--- src/rtl/fetch_stage_pkg.sv ---
// Shared types and constants for the instruction fetch stage.
package fetch_stage_pkg;

  typedef logic [31:0] word_t;

  typedef enum logic [1:0] {
    BOOT  = 2'd0,
    RUN   = 2'd1,
    DRAIN = 2'd2
  } fetch_state_e;

  // Instruction field positions as seen by decode
  localparam int OP_MSB   = 31;
  localparam int OP_LSB   = 30;
  localparam int INST_MSB = 29;
  localparam int INST_LSB = 28;
  localparam int IMM_BIT  = 27;

  function automatic word_t pc_inc(input word_t pc);
    return pc + 32'd1;
  endfunction

endpackage

--- src/rtl/fetch_fifo.sv ---
// Small synchronous FIFO with flush; used for the fetch queue and the
// outstanding-request PC tracker. Storage is reset so outputs read as zero.
module fetch_fifo
  import fetch_stage_pkg::*;
#(
  parameter int WIDTH = 32,
  parameter int DEPTH = 2,
  localparam int CW = $clog2(DEPTH + 1),
  localparam int PW = (DEPTH > 1) ? $clog2(DEPTH) : 1
) (
  input  logic             clk,
  input  logic             rst,
  input  logic             flush,
  input  logic             push,
  input  logic [WIDTH-1:0] wdata,
  input  logic             pop,
  output logic [WIDTH-1:0] rdata,
  output logic [CW-1:0]    count
);

  localparam logic [CW-1:0] FULL_C = CW'(DEPTH);

  logic [WIDTH-1:0] mem_r [DEPTH];
  logic [PW-1:0]    wr_ptr_r;
  logic [PW-1:0]    rd_ptr_r;
  logic [CW-1:0]    count_r;
  logic             do_push_s;
  logic             do_pop_s;

  function automatic logic [PW-1:0] ptr_next(input logic [PW-1:0] p);
    if (p == PW'(DEPTH - 1)) begin
      return {PW{1'b0}};
    end else begin
      return p + PW'(1);
    end
  endfunction

  // Qualify requests so the FIFO never over- or under-runs
  always_comb begin
    do_pop_s  = pop && (count_r != {CW{1'b0}});
    do_push_s = push && ((count_r != FULL_C) || do_pop_s);
  end

  // Pointer, count and storage update; flush drops contents but keeps data
  always_ff @(posedge clk or negedge rst) begin
    if (!rst) begin
      wr_ptr_r <= {PW{1'b0}};
      rd_ptr_r <= {PW{1'b0}};
      count_r  <= {CW{1'b0}};
      for (int i = 0; i < DEPTH; i++) begin
        mem_r[i] <= {WIDTH{1'b0}};
      end
    end else if (flush) begin
      wr_ptr_r <= {PW{1'b0}};
      rd_ptr_r <= {PW{1'b0}};
      count_r  <= {CW{1'b0}};
    end else begin
      if (do_push_s) begin
        mem_r[wr_ptr_r] <= wdata;
        wr_ptr_r        <= ptr_next(wr_ptr_r);
      end
      if (do_pop_s) begin
        rd_ptr_r <= ptr_next(rd_ptr_r);
      end
      count_r <= count_r + CW'(do_push_s) - CW'(do_pop_s);
    end
  end

  assign rdata = mem_r[rd_ptr_r];
  assign count = count_r;

endmodule

--- src/rtl/fetch_stage.sv ---
// Instruction fetch: issues word reads, tracks in-flight PCs, queues returned
// words for decode, and squashes stale responses after a redirect.
module fetch_stage
  import fetch_stage_pkg::*;
#(
  parameter word_t RESET_PC = 32'h0000_0000,
  parameter int    DEPTH    = 2,
  localparam int   CW       = $clog2(DEPTH + 1)
) (
  input  logic        clk,
  input  logic        rst,
  output logic        imem_req,
  output logic [31:0] imem_addr,
  input  logic        imem_rvalid,
  input  logic [31:0] imem_rdata,
  input  logic        redirect_en,
  input  logic [31:0] redirect_pc,
  output logic        id_valid,
  input  logic        id_ready,
  output logic [31:0] id_instr,
  output logic [31:0] id_pc,
  output logic [31:0] id_pc_p1
);

  localparam logic [CW:0] DEPTH_C = (CW + 1)'(DEPTH);

  fetch_state_e  state_r, state_s;
  word_t         pc_r, pc_s;
  logic [CW-1:0] stale_r, stale_s;
  logic          err_r, err_s;

  logic [CW-1:0] out_cnt_s;
  logic [CW-1:0] q_cnt_s;
  word_t         out_pc_s;
  logic [95:0]   q_rdata_s;
  logic [CW:0]   occ_s;
  logic          pop_s;
  logic          issue_s;
  logic          rsp_pop_s;

  assign pop_s = id_valid && id_ready;

  // Issue decision: in-flight plus queued work must leave room after this pop
  always_comb begin
    occ_s     = {1'b0, out_cnt_s} + {1'b0, q_cnt_s} - {{CW{1'b0}}, pop_s};
    issue_s   = (state_r == RUN) && !redirect_en && (occ_s < DEPTH_C);
    rsp_pop_s = imem_rvalid && (state_r == RUN) && (out_cnt_s != {CW{1'b0}});
  end

  fetch_fifo #(.WIDTH(32), .DEPTH(DEPTH)) u_out_fifo (
    .clk   (clk),
    .rst   (rst),
    .flush (redirect_en),
    .push  (issue_s),
    .wdata (pc_r),
    .pop   (rsp_pop_s),
    .rdata (out_pc_s),
    .count (out_cnt_s)
  );

  fetch_fifo #(.WIDTH(96), .DEPTH(DEPTH)) u_queue (
    .clk   (clk),
    .rst   (rst),
    .flush (redirect_en),
    .push  (rsp_pop_s),
    .wdata ({imem_rdata, out_pc_s, pc_inc(out_pc_s)}),
    .pop   (pop_s),
    .rdata (q_rdata_s),
    .count (q_cnt_s)
  );

  // Next-state, PC, stale-count and error-flag logic
  always_comb begin
    state_s = state_r;
    pc_s    = pc_r;
    stale_s = stale_r;
    err_s   = err_r;
    case (state_r)
      BOOT: begin
        state_s = RUN;
        if (redirect_en) begin
          pc_s = redirect_pc;
        end else begin
          pc_s = pc_r;
        end
        if (imem_rvalid) begin
          err_s = 1'b1;
        end else begin
          err_s = err_r;
        end
      end
      RUN: begin
        if (imem_rvalid && !rsp_pop_s) begin
          err_s = 1'b1;
        end else begin
          err_s = err_r;
        end
        if (redirect_en) begin
          // A response landing this cycle is already consumed, so it is not stale
          pc_s    = redirect_pc;
          stale_s = out_cnt_s - CW'(rsp_pop_s);
          if (stale_s != {CW{1'b0}}) begin
            state_s = DRAIN;
          end else begin
            state_s = RUN;
          end
        end else if (issue_s) begin
          pc_s = pc_inc(pc_r);
        end else begin
          pc_s = pc_r;
        end
      end
      DRAIN: begin
        if (redirect_en) begin
          pc_s = redirect_pc;
        end else begin
          pc_s = pc_r;
        end
        if (imem_rvalid && (stale_r != {CW{1'b0}})) begin
          stale_s = stale_r - CW'(1);
        end else if (imem_rvalid) begin
          err_s = 1'b1;
        end else begin
          stale_s = stale_r;
        end
        if (stale_s == {CW{1'b0}}) begin
          state_s = RUN;
        end else begin
          state_s = DRAIN;
        end
      end
      default: begin
        state_s = BOOT;
      end
    endcase
  end

  // Control state registers
  always_ff @(posedge clk or negedge rst) begin
    if (!rst) begin
      state_r <= BOOT;
      pc_r    <= RESET_PC;
      stale_r <= {CW{1'b0}};
      err_r   <= 1'b0;
    end else begin
      state_r <= state_s;
      pc_r    <= pc_s;
      stale_r <= stale_s;
      err_r   <= err_s;
    end
  end

  assign imem_req  = issue_s;
  assign imem_addr = pc_r;
  assign id_valid  = (q_cnt_s != {CW{1'b0}});
  assign {id_instr, id_pc, id_pc_p1} = q_rdata_s;

endmodule

--- config.mk ---
export PLATFORM = sky130hd
export DESIGN_NAME = fetch_stage
export DESIGN_NICKNAME = d
export VERILOG_FILES = /design/src/rtl/fetch_stage_pkg.sv /design/src/rtl/fetch_fifo.sv /design/src/rtl/fetch_stage.sv
export SDC_FILE = /design/constraint.sdc
export NUM_CORES = 1
export LEC_CHECK = 0
export ABC_AREA = 1
export CAP_MARGIN = 0
export CORE_MARGIN = 2
export CORE_UTILIZATION = 54
export DETAILED_ROUTE_END_ITERATION = 7
export GPL_ROUTABILITY_DRIVEN = 0
export GPL_TIMING_DRIVEN = 0
export PLACE_DENSITY = 0.88
export RECOVER_POWER = 25
export SLEW_MARGIN = 20
export SYNTH_ARGS = -nofsm -noshare
export SYNTH_HDL_FRONTEND = slang
export SYNTH_SLANG_ARGS = --single-unit
--- constraint.sdc ---
create_clock -name clk -period 3.8 [get_ports clk]
set_clock_uncertainty 0.1 [all_clocks]
set_input_delay 0.57 -clock clk [delete_from_list [all_inputs] [get_ports clk]]
set_output_delay 0.57 -clock clk [all_outputs]
set_load 0.1 [all_outputs]
# Word-level counts from Yosys, hierarchy flattened
# Cells that the tools add are included.
# op_classes
add_sub_neg,14
n_lt_le_gt_ge,7
eq_ne,7
n_mux,38
n_bitwise,5
reduce_logical,32
# op_table
op,count
96-bit two-way mux,4
32-bit two-way mux,7
192-bit bitwise mux,1
96-bit demux with 1-bit select,1
32-bit by 1-bit adder with 32-bit output (second input constant),2
64-bit bitwise mux,1
32-bit one-hot mux with 2 select lines,1
32-bit demux with 1-bit select,1
2-bit nonzero test,10
2-bit two-way mux,8
1-bit logical AND,12
1-bit two-way mux,12
2-bit greater-or-equal comparator (second input constant),4
1-bit NOT with 2-bit output,4
2-bit inequality test (second input constant),3
2-bit one-hot mux with 3 select lines,1
2-bit AND reduction,3
2-bit by 1-bit subtractor with 2-bit output,3
1-bit adder (second input constant),4
2-bit by 1-bit adder with 2-bit output,2
2-bit zero test,2
2-bit by 1-bit < comparator with 1-bit output (second input constant),2
2-bit one-hot mux with 2 select lines,1
2-bit by 2-bit adder with 3-bit output,1
other kinds (12),13
# word_totals
ff_bits,300
inputBits,69
out_inout_bits,130
wordCells,116

# Longest topological paths before layout
# Gate-level depths: netlist of the first run.
# depth
ltp_word,9
ltp_mapped,17
ltp_nobuf,17

# Hierarchy
# From an unflattened synthesis of the first run, not the netlist that was laid out.
# hier_totals
cells_unflattened,2249
area_unflattened_um2,16304.4
# modules_own_cells
mod,instances,cells_each,area_per_inst_um2
fetch_fifo at u_queue,1,1195,9248.9
fetch_stage,1,634,3713.6
fetch_fifo at u_out_fifo,1,420,3342.0

# Worst setup path after synthesis of the first run
# OpenSTA, ideal clock, no wires.
# synth_timing
path_kind,flip-flop to flip-flop
from,reg u_queue.count_r[0] (netlist: u_queue.count[0])
to,reg u_out_fifo.mem_r[15] (netlist bit)
setup_time_ns,0.083
arrival_time_ns,5.533
t_required_ns,3.617
path_slack_ns,-1.916
stages_incl_launch_ff,17
n_path_buf,2
synth_period_minus_slack_ns,5.716
path_cell_list,dfrtp_1 -> inv_1 -> nand2_1 -> nand2_1 -> inv_1 -> ha_1 -> inv_1 -> nand2_1 -> fa_1 -> nand3_1 -> nor3_1 -> nand2_2 -> nor2_2 -> buf_4 -> buf_2 -> nand2_1 -> o21ai_0
# synth_via
elab_chain_cells,7
word_cells_on_any_way,8
cone_classes,add/sub (2); order compare (1); reduce/logical (5)
# synth_rtl
item,line,text
"start, declared",fetch_fifo.sv:26,logic [CW-1:0] count_r;
"start signal, assigned",fetch_fifo.sv:49,count_r <= {CW{1'b0}};
"start signal, assigned",fetch_fifo.sv:56,count_r <= {CW{1'b0}};
"start signal, assigned",fetch_fifo.sv:65,count_r <= count_r + CW'(do_push_s) - CW'(do_pop_s);
2-bit nonzero test,fetch_stage.sv:155,assign id_valid = (q_cnt_s != {CW{1'b0}});
via id_valid,fetch_stage.sv:18,"output logic id_valid,"
1-bit logical AND,fetch_stage.sv:41,assign pop_s = id_valid && id_ready;
3-bit by 1-bit subtractor with 3-bit output,fetch_stage.sv:45,"occ_s = {1'b0, out_cnt_s} + {1'b0, q_cnt_s} - {{CW{1'b0}}, pop_s};"
3-bit by 2-bit < comparator with 1-bit output,fetch_stage.sv:46,issue_s = (state_r == RUN) && !redirect_en && (occ_s < DEPTH_C);
1-bit logical AND,fetch_stage.sv:46,
via imem_req,fetch_stage.sv:12,"output logic imem_req,"
1-bit logical AND,fetch_fifo.sv:41,do_push_s = push && ((count_r != FULL_C) || do_pop_s);
2-bit AND reduction (no line),n/a,
"end signal, assigned by index",fetch_fifo.sv:51,mem_r[i] <= {WIDTH{1'b0}};
"end signal, assigned by index",fetch_fifo.sv:59,mem_r[wr_ptr_r] <= wdata;
"end, declared",fetch_fifo.sv:23,logic [WIDTH-1:0] mem_r [DEPTH];
# The timed path passes the listed nets, and every way through them passes these cells.
# A chain may end at the register's enable or synchronous reset.

# Worst setup path after layout of the first run
# layout_timing
from,reg u_queue.count_r[1] (netlist: u_queue.count[1])
to,out imem_req
# layout_via
elab_chain_cells,5
word_cells_on_any_way,6
cone_classes,add/sub (2); order compare (1); reduce/logical (3)
# layout_rtl
item,line
"parallel branches: the longest is 2 deep, another holds 2-bit by 2-bit adder with 3-bit output",n/a
3-bit by 1-bit subtractor with 3-bit output (*),fetch_stage.sv:45
3-bit by 2-bit < comparator with 1-bit output (*),fetch_stage.sv:46
1-bit logical AND (*),fetch_stage.sv:46
"end, declared",fetch_stage.sv:12
# Mark *: on every way between the ends.

==> results.ini, run 1 <==
[sta]
grt_setup_unrepaired=no
fmax_ghz=0.2738
setup_tns_ps=0
finalSetupViolations=0
slew_viol_final=95
period_needed_ps=3652
post-route-period-util_pct=96.11
slew_headroom_pct=-61.98
tightest_slew_ps=2430
hold_violations=0

[place]
portBuffers=197
dp_hpwl_mm=31.19
placed_area_um2=17430

[clock_tree]
numClockSinks=300
cts-root-buf=clkbuf_16
cts_tree=done
cts_buffer_depth=3
clk_pin_slew_ps=60
h-tree-depth=1
clk_latency_ps=560
cts_made_buffers=31

[detailed_routing]
wl_per_cell_um=16.94
drt_iter0_drc=1627
num_vias=14701
drcViolationCount=0
drtPass1Iterations=8
viasPerCell=5.583
postRouteAntennaNets=0
routed_wl_mm=44.60

[worst_setup_path]
max_stage_delay_ps=490
crit_arrival_ps=2980
rr_startpoint=u_queue.count[1]$_DFF_PN0_
critPathLaunch=u_queue.count[1]$_DFF_PN0_
worstSetupEndpointType=primary output
cp_top_family=adder cells
crit_type=reg -> out
r2r_end=imem_addr[23]$_DFFE_PN0P_
worstPathRequired_ps=3130
cp_slowest_cell=fa_1
critical_path_buf_inv_count=4
start_kind=flip-flop
worstPathMaxFanout=4
crit_chain=inv_2 > nand2_8 > nand2_1 > inv_1 > ha_1 > inv_1 > nand2_1 > fa_1 > nand3_1 > nor3_4 > buf_8
r2r_cells=17
ff2ff_setup_slack_ps=360

[die]
ios=199
rows=60
fp.dieH_um=170.3
die_area_um2=29010
start_util_pct=55.28
die_w_um=170.3
core_area_um2=27030

[grt]
grt_pass1_vias=14242
top_usage_layer=met2
grt_pass1_wl_mm=71.38
gr-usage-met2_pct=51.66
grt_max_degree=106
gr-usage-met1_pct=39.58
grt_util_all_layers_pct=30.78
antenna_found_initial=0
grt_overflow=0
grtUsageMet3_pct=4.535

[cells_and_area]
diodes=0
layout-drive-gt1-share_pct=8.072
syn2layout_area_growth_pct=22.68
stdcell_area_um2=18330
n_fill_cell=2076
fin_nets=2349
final_core_util_pct=67.82

[logic_synthesis]
synth_nets=2116
synth_edf_count=0
synth_area_leaders=dfrtp_1 50%, nand2_1 24%, o21ai_0 5.2%
synth_top_area_share_pct=50.25
synth-async-reset-ratio_pct=100.0
yosysWarnings=0
avgSynthCellArea_um2=7.338
ys_types=33
synth_top_area_cell=dfrtp_1
synth_common_cells=950 x nand2_1, 300 x dfrtp_1, 156 x o21ai_0
ys_seq_area_share_pct=50.25
synth.most_common_cell=nand2_1
ys_ff_latch=300
synth-main-ff-cell=dfrtp_1
syn_inst=2036
synthesis.area_um2=14940

[run]
drv_cap=1

[hold_path]
hp-class=in -> reg
min_from=redirect_en
hold_path_depth=2
whs_endpoint=u_out_fifo.count[1]$_DFF_PN0_

[run_status]
failed_checks=capacitance limit, slew limit
status=finished, violations left

## worst max path at each step
stage | to | slack (ps) | depth (start not counted)
after CTS | id_pc[17] | 0.6 | 6
final | imem_req | 150 | 11
after global routing | id_instr[4] | 30 | 6
after detailed placement | imem_req | -620 | 10
after floorplan | u_out_fifo.mem_r[15]$_DFFE_PN0P_ | 30 | 16
after global placement | imem_addr[1]$_DFFE_PN0P_ | -10260 | 1
## metrics by stage
stage          worst slack [ps]  std cells  hold slack, ps
2_1_floorplan             32.57       2036           174.4
3_3_place_gp             -10260       2574           351.3
3_5_place_dp             -619.0       2576           357.8
4_1_cts                  0.5997       2633           250.2
5_1_grt                   28.16       2633           263.4
6_report                  147.9       2633           261.1
## cell families after synthesis
| logic type | synth area share, % |
|---|---|
| compound gates | 9.807 |
| buf+inv | 6.792 |
| simple gates | 30.48 |
| fa+ha+maj | 0.9714 |
| flops | 50.25 |
| xor+xnor | 1.700 |
## layout make-up
| class | count | area, um^2 | area share [%] |
|---|---|---|---|
| Tap cell | 341 | 426.7 | 2.328 |
| Inverter | 156 | 586.8 | 3.202 |
| Multi-Input combinational cell | 1486 | 6454 | 35.21 |
| Buffer | 94 | 426.7 | 2.328 |
| Sequential cell | 300 | 7507 | 40.96 |
| Clock inverter | 10 | 156.4 | 0.8533 |
| Clock buffer | 46 | 932.1 | 5.086 |
| Timing Repair Buffer | 200 | 1839 | 10.03 |
## sequential cells by signal (all words and copies together), names as in the netlist
name,count
imem_addr,32
stale_r,2
state_r,2
u_out_fifo.count,2
u_out_fifo.mem_r,64
u_out_fifo.rd_ptr_r,1
u_out_fifo.wr_ptr_r,1
u_queue.count,2
u_queue.mem_r,192
u_queue.rd_ptr_r,1
u_queue.wr_ptr_r,1
## per-layer routing
layer  vias to the layer above  share of wire (%)
li1                       6801                  -
met1                      6893                 39
met2                       847                 47
met3                       160                8.7
met4                         0                4.9
met5                         -                  0
## layout by cell type (no fill, tap or decap), types with 2 or more instances in the layout
| cell type | Yosys | layout |
|---|---|---|
| bufinv_16 | 0 | 4 |
| a22oi_1 | 2 | 2 |
| a21oi_1 | 10 | 10 |
| xnor2_1 | 2 | 2 |
| clkbuf_16 | 0 | 31 |
| ha_1 | 10 | 10 |
| clkinv_1 | 2 | 2 |
| inv_2 | 5 | 6 |
| clkbuf_1 | 54 | 58 |
| o211ai_1 | 2 | 2 |
| clkdlybuf4s50_1 | 0 | 106 |
| xor2_1 | 27 | 27 |
| nor3_4 | 2 | 3 |
| nor3_1 | 9 | 8 |
| o22ai_1 | 6 | 6 |
| inv_1 | 148 | 147 |
| o21a_1 | 25 | 25 |
| nand2_1 | 950 | 949 |
| buf_2 | 30 | 30 |
| a31oi_1 | 3 | 3 |
| buf_4 | 8 | 7 |
| nor2_2 | 6 | 6 |
| clkbuf_2 | 0 | 56 |
| nand2_2 | 2 | 2 |
| clkbuf_8 | 0 | 10 |
| buf_16 | 0 | 2 |
| o21ai_1 | 72 | 72 |
| nor2_1 | 128 | 127 |
| o21ai_0 | 156 | 156 |
| dlymetal6s2s_1 | 0 | 19 |
| nand3_1 | 62 | 62 |
| clkdlybuf4s15_2 | 0 | 16 |
| dfrtp_1 | 300 | 300 |
| nand4_1 | 8 | 8 |
| clkinv_2 | 1 | 5 |
## what timing repair did
action | 4_1_cts | 5_1_grt
pin swaps | 0 | 1
cloned | 0 | 0
resized for setup | 113 | 127
endpoints found under the setup margin | 71 | 77
hold buffers | 1 | 0
buffers inserted | 0 | 0
endpoints found under the hold margin | 63 | 0
Power of run 1 is left out: the tool's default activity adds up to more than one toggle a clock period on the data nets, which glitch-free logic cannot reach.
==> run 2: changes to the inputs <==
--- a/config.mk
+++ b/config.mk
@@ -7,7 +7,6 @@
 export LEC_CHECK = 0
 export ABC_AREA = 1
 export CAP_MARGIN = 0
-export CORE_MARGIN = 2
 export CORE_UTILIZATION = 54
 export DETAILED_ROUTE_END_ITERATION = 7
 export GPL_ROUTABILITY_DRIVEN = 0
==> results.ini, run 2 (synthesized netlist as in run 1, its figures left out) <==
[clock_tree]
clk_latency_ps=590
cts_tree=done
numClockSinks=300
h-tree-depth=1
cts-root-buf=clkbuf_16
clk_pin_slew_ps=60
post_cts_buffers=0
cts_made_buffers=31
cts_buffer_depth=3

[detailed_routing]
wl_per_cell_um=16.90
drcViolationCount=0
drtPass1Iterations=6
postRouteAntennaNets=0
viasPerCell=5.585
num_vias=14717
drt_iter0_drc=1540
routed_wl_mm=44.54

[grt]
grtUsageMet3_pct=4.396
grt_overflow=0
grt_pass1_wl_mm=71.40
gr-usage-met2_pct=52.79
grt_pass1_vias=14575
antenna_found_initial=0
gr-usage-met1_pct=39.74
grt_max_degree=83
top_usage_layer=met2
grt_util_all_layers_pct=31.42

[cells_and_area]
final_cells=2635
n_fill_cell=2089
stdcell_area_um2=18520
mostFrequentLayoutCells=949 x nand2_1, 300 x dfrtp_1, 156 x o21ai_0
diodes=0
layout-drive-gt1-share_pct=6.670
fin_nets=2350
layout_commonest_cell=nand2_1
syn2layout_area_growth_pct=23.98
top_register=u_queue.mem_r
final_core_util_pct=68.54
largest_register_ff_count=192

[sta]
fmax_ghz=0.2701
grt_setup_unrepaired=no
slew_viol_final=68
tightest_slew_ps=1649
slew_headroom_pct=-9.930
hold_violations=0
setup_tns_ps=0
period_needed_ps=3702
finalSetupViolations=0
post-route-period-util_pct=97.43

[worst_setup_path]
ff2ff_setup_slack_ps=190
start_kind=flip-flop
worstSetupEndpointType=primary output
critPathLaunch=u_queue.rd_ptr_r$_DFFE_PN0P_
r2r_end=imem_addr[23]$_DFFE_PN0P_
crit_arrival_ps=3030
rr_startpoint=u_queue.count[1]$_DFF_PN0_
worstPathMaxFanout=10
r2r_cells=17
endpoint=id_instr[31]
worstPathRequired_ps=3130
crit_type=reg -> out

[run]
drv_cap=1

[place]
placed_area_um2=17460
placed_cells=2577
dp_hpwl_mm=31.37
portBuffers=197

[die]
fp.dieH_um=168.3
die_area_um2=28340
rows=60
start_util_pct=55.28
core_area_um2=27030
ios=199
die_w_um=168.3

[hold_path]
hp-class=in -> reg

[run_status]
failed_checks=capacitance limit, slew limit
status=finished, violations left

## run 2: cell types whose count changed in the layout (fill, tap and decap cells not counted), sizes merged, moves of 3 or more
cell	change
clkbuf	-48
clkdlybuf4s15	+14
clkdlybuf4s50	+8
clkinv	+3
dlygate4sd2	+31
dlymetal6s2s	-8
## run 2: per-stage QoR
| stage | hold WS [ps] | worst slack [ps] |
|---|---|---|
| floorplan | 174.4 | 32.57 |
| global placement | 351.2 | -10270 |
| detailed placement | 353.4 | -635.3 |
| CTS | 232.1 | 1.140 |
| global route | 242.1 | 0.8096 |
| finish | 234.8 | 97.79 |
## run 2: area by class of cell
cell class / instances / area [um^2] / share of cell area (%)
Buffer: 94 / 429.2 / 2.317
Multi-Input combinational cell: 1486 / 6454 / 34.84
Inverter: 156 / 586.8 / 3.168
Tap cell: 341 / 426.7 / 2.303
Timing Repair Buffer: 201 / 1982 / 10.70
Clock inverter: 16 / 244.0 / 1.317
Sequential cell: 300 / 7507 / 40.53
Clock buffer: 41 / 893.4 / 4.823
## run 2: how the worst min path moves through the flow
stage / startpoint / end / slack [ps] / cells past startpoint
floorplan: rst / imem_addr[0]$_DFFE_PN0P_ / 170 / 0
global placement: u_out_fifo.mem_r[63]$_DFFE_PN0P_ / u_out_fifo.mem_r[63]$_DFFE_PN0P_ / 350 / 2
detailed placement: u_out_fifo.mem_r[63]$_DFFE_PN0P_ / u_out_fifo.mem_r[63]$_DFFE_PN0P_ / 350 / 2
CTS: redirect_en / u_out_fifo.count[1]$_DFF_PN0_ / 230 / 2
global route: redirect_en / u_queue.count[1]$_DFF_PN0_ / 240 / 2
finish: redirect_en / u_out_fifo.count[1]$_DFF_PN0_ / 230 / 2
## run 2: what timing repair did
| action | in CTS | in global routing |
|---|---|---|
| gates resized for setup | 132 | 29 |
| setup endpoints to repair | 71 | 60 |
| pin swaps | 0 | 1 |
| endpoints found under the hold margin | 64 | 0 |
| hold buffers | 1 | 0 |
## run 2: metal layers
layer	part of all wire (%)	up-vias	wire length, um
li1	-	6796	-
met1	39	6875	17330
met2	48	887	21220
met3	8.7	159	3896
met4	4.7	0	2092
met5	0	-	0
## run 2: critical path: stages (launching register included)
cell and delay, ps:
dfrtp_1 360, clkbuf_1 140, inv_2 220, clkbuf_1 400, nand2_1 100, nand2_1 100
clkdlybuf4s50_1 1130
Power of run 2 is left out for the same reason.
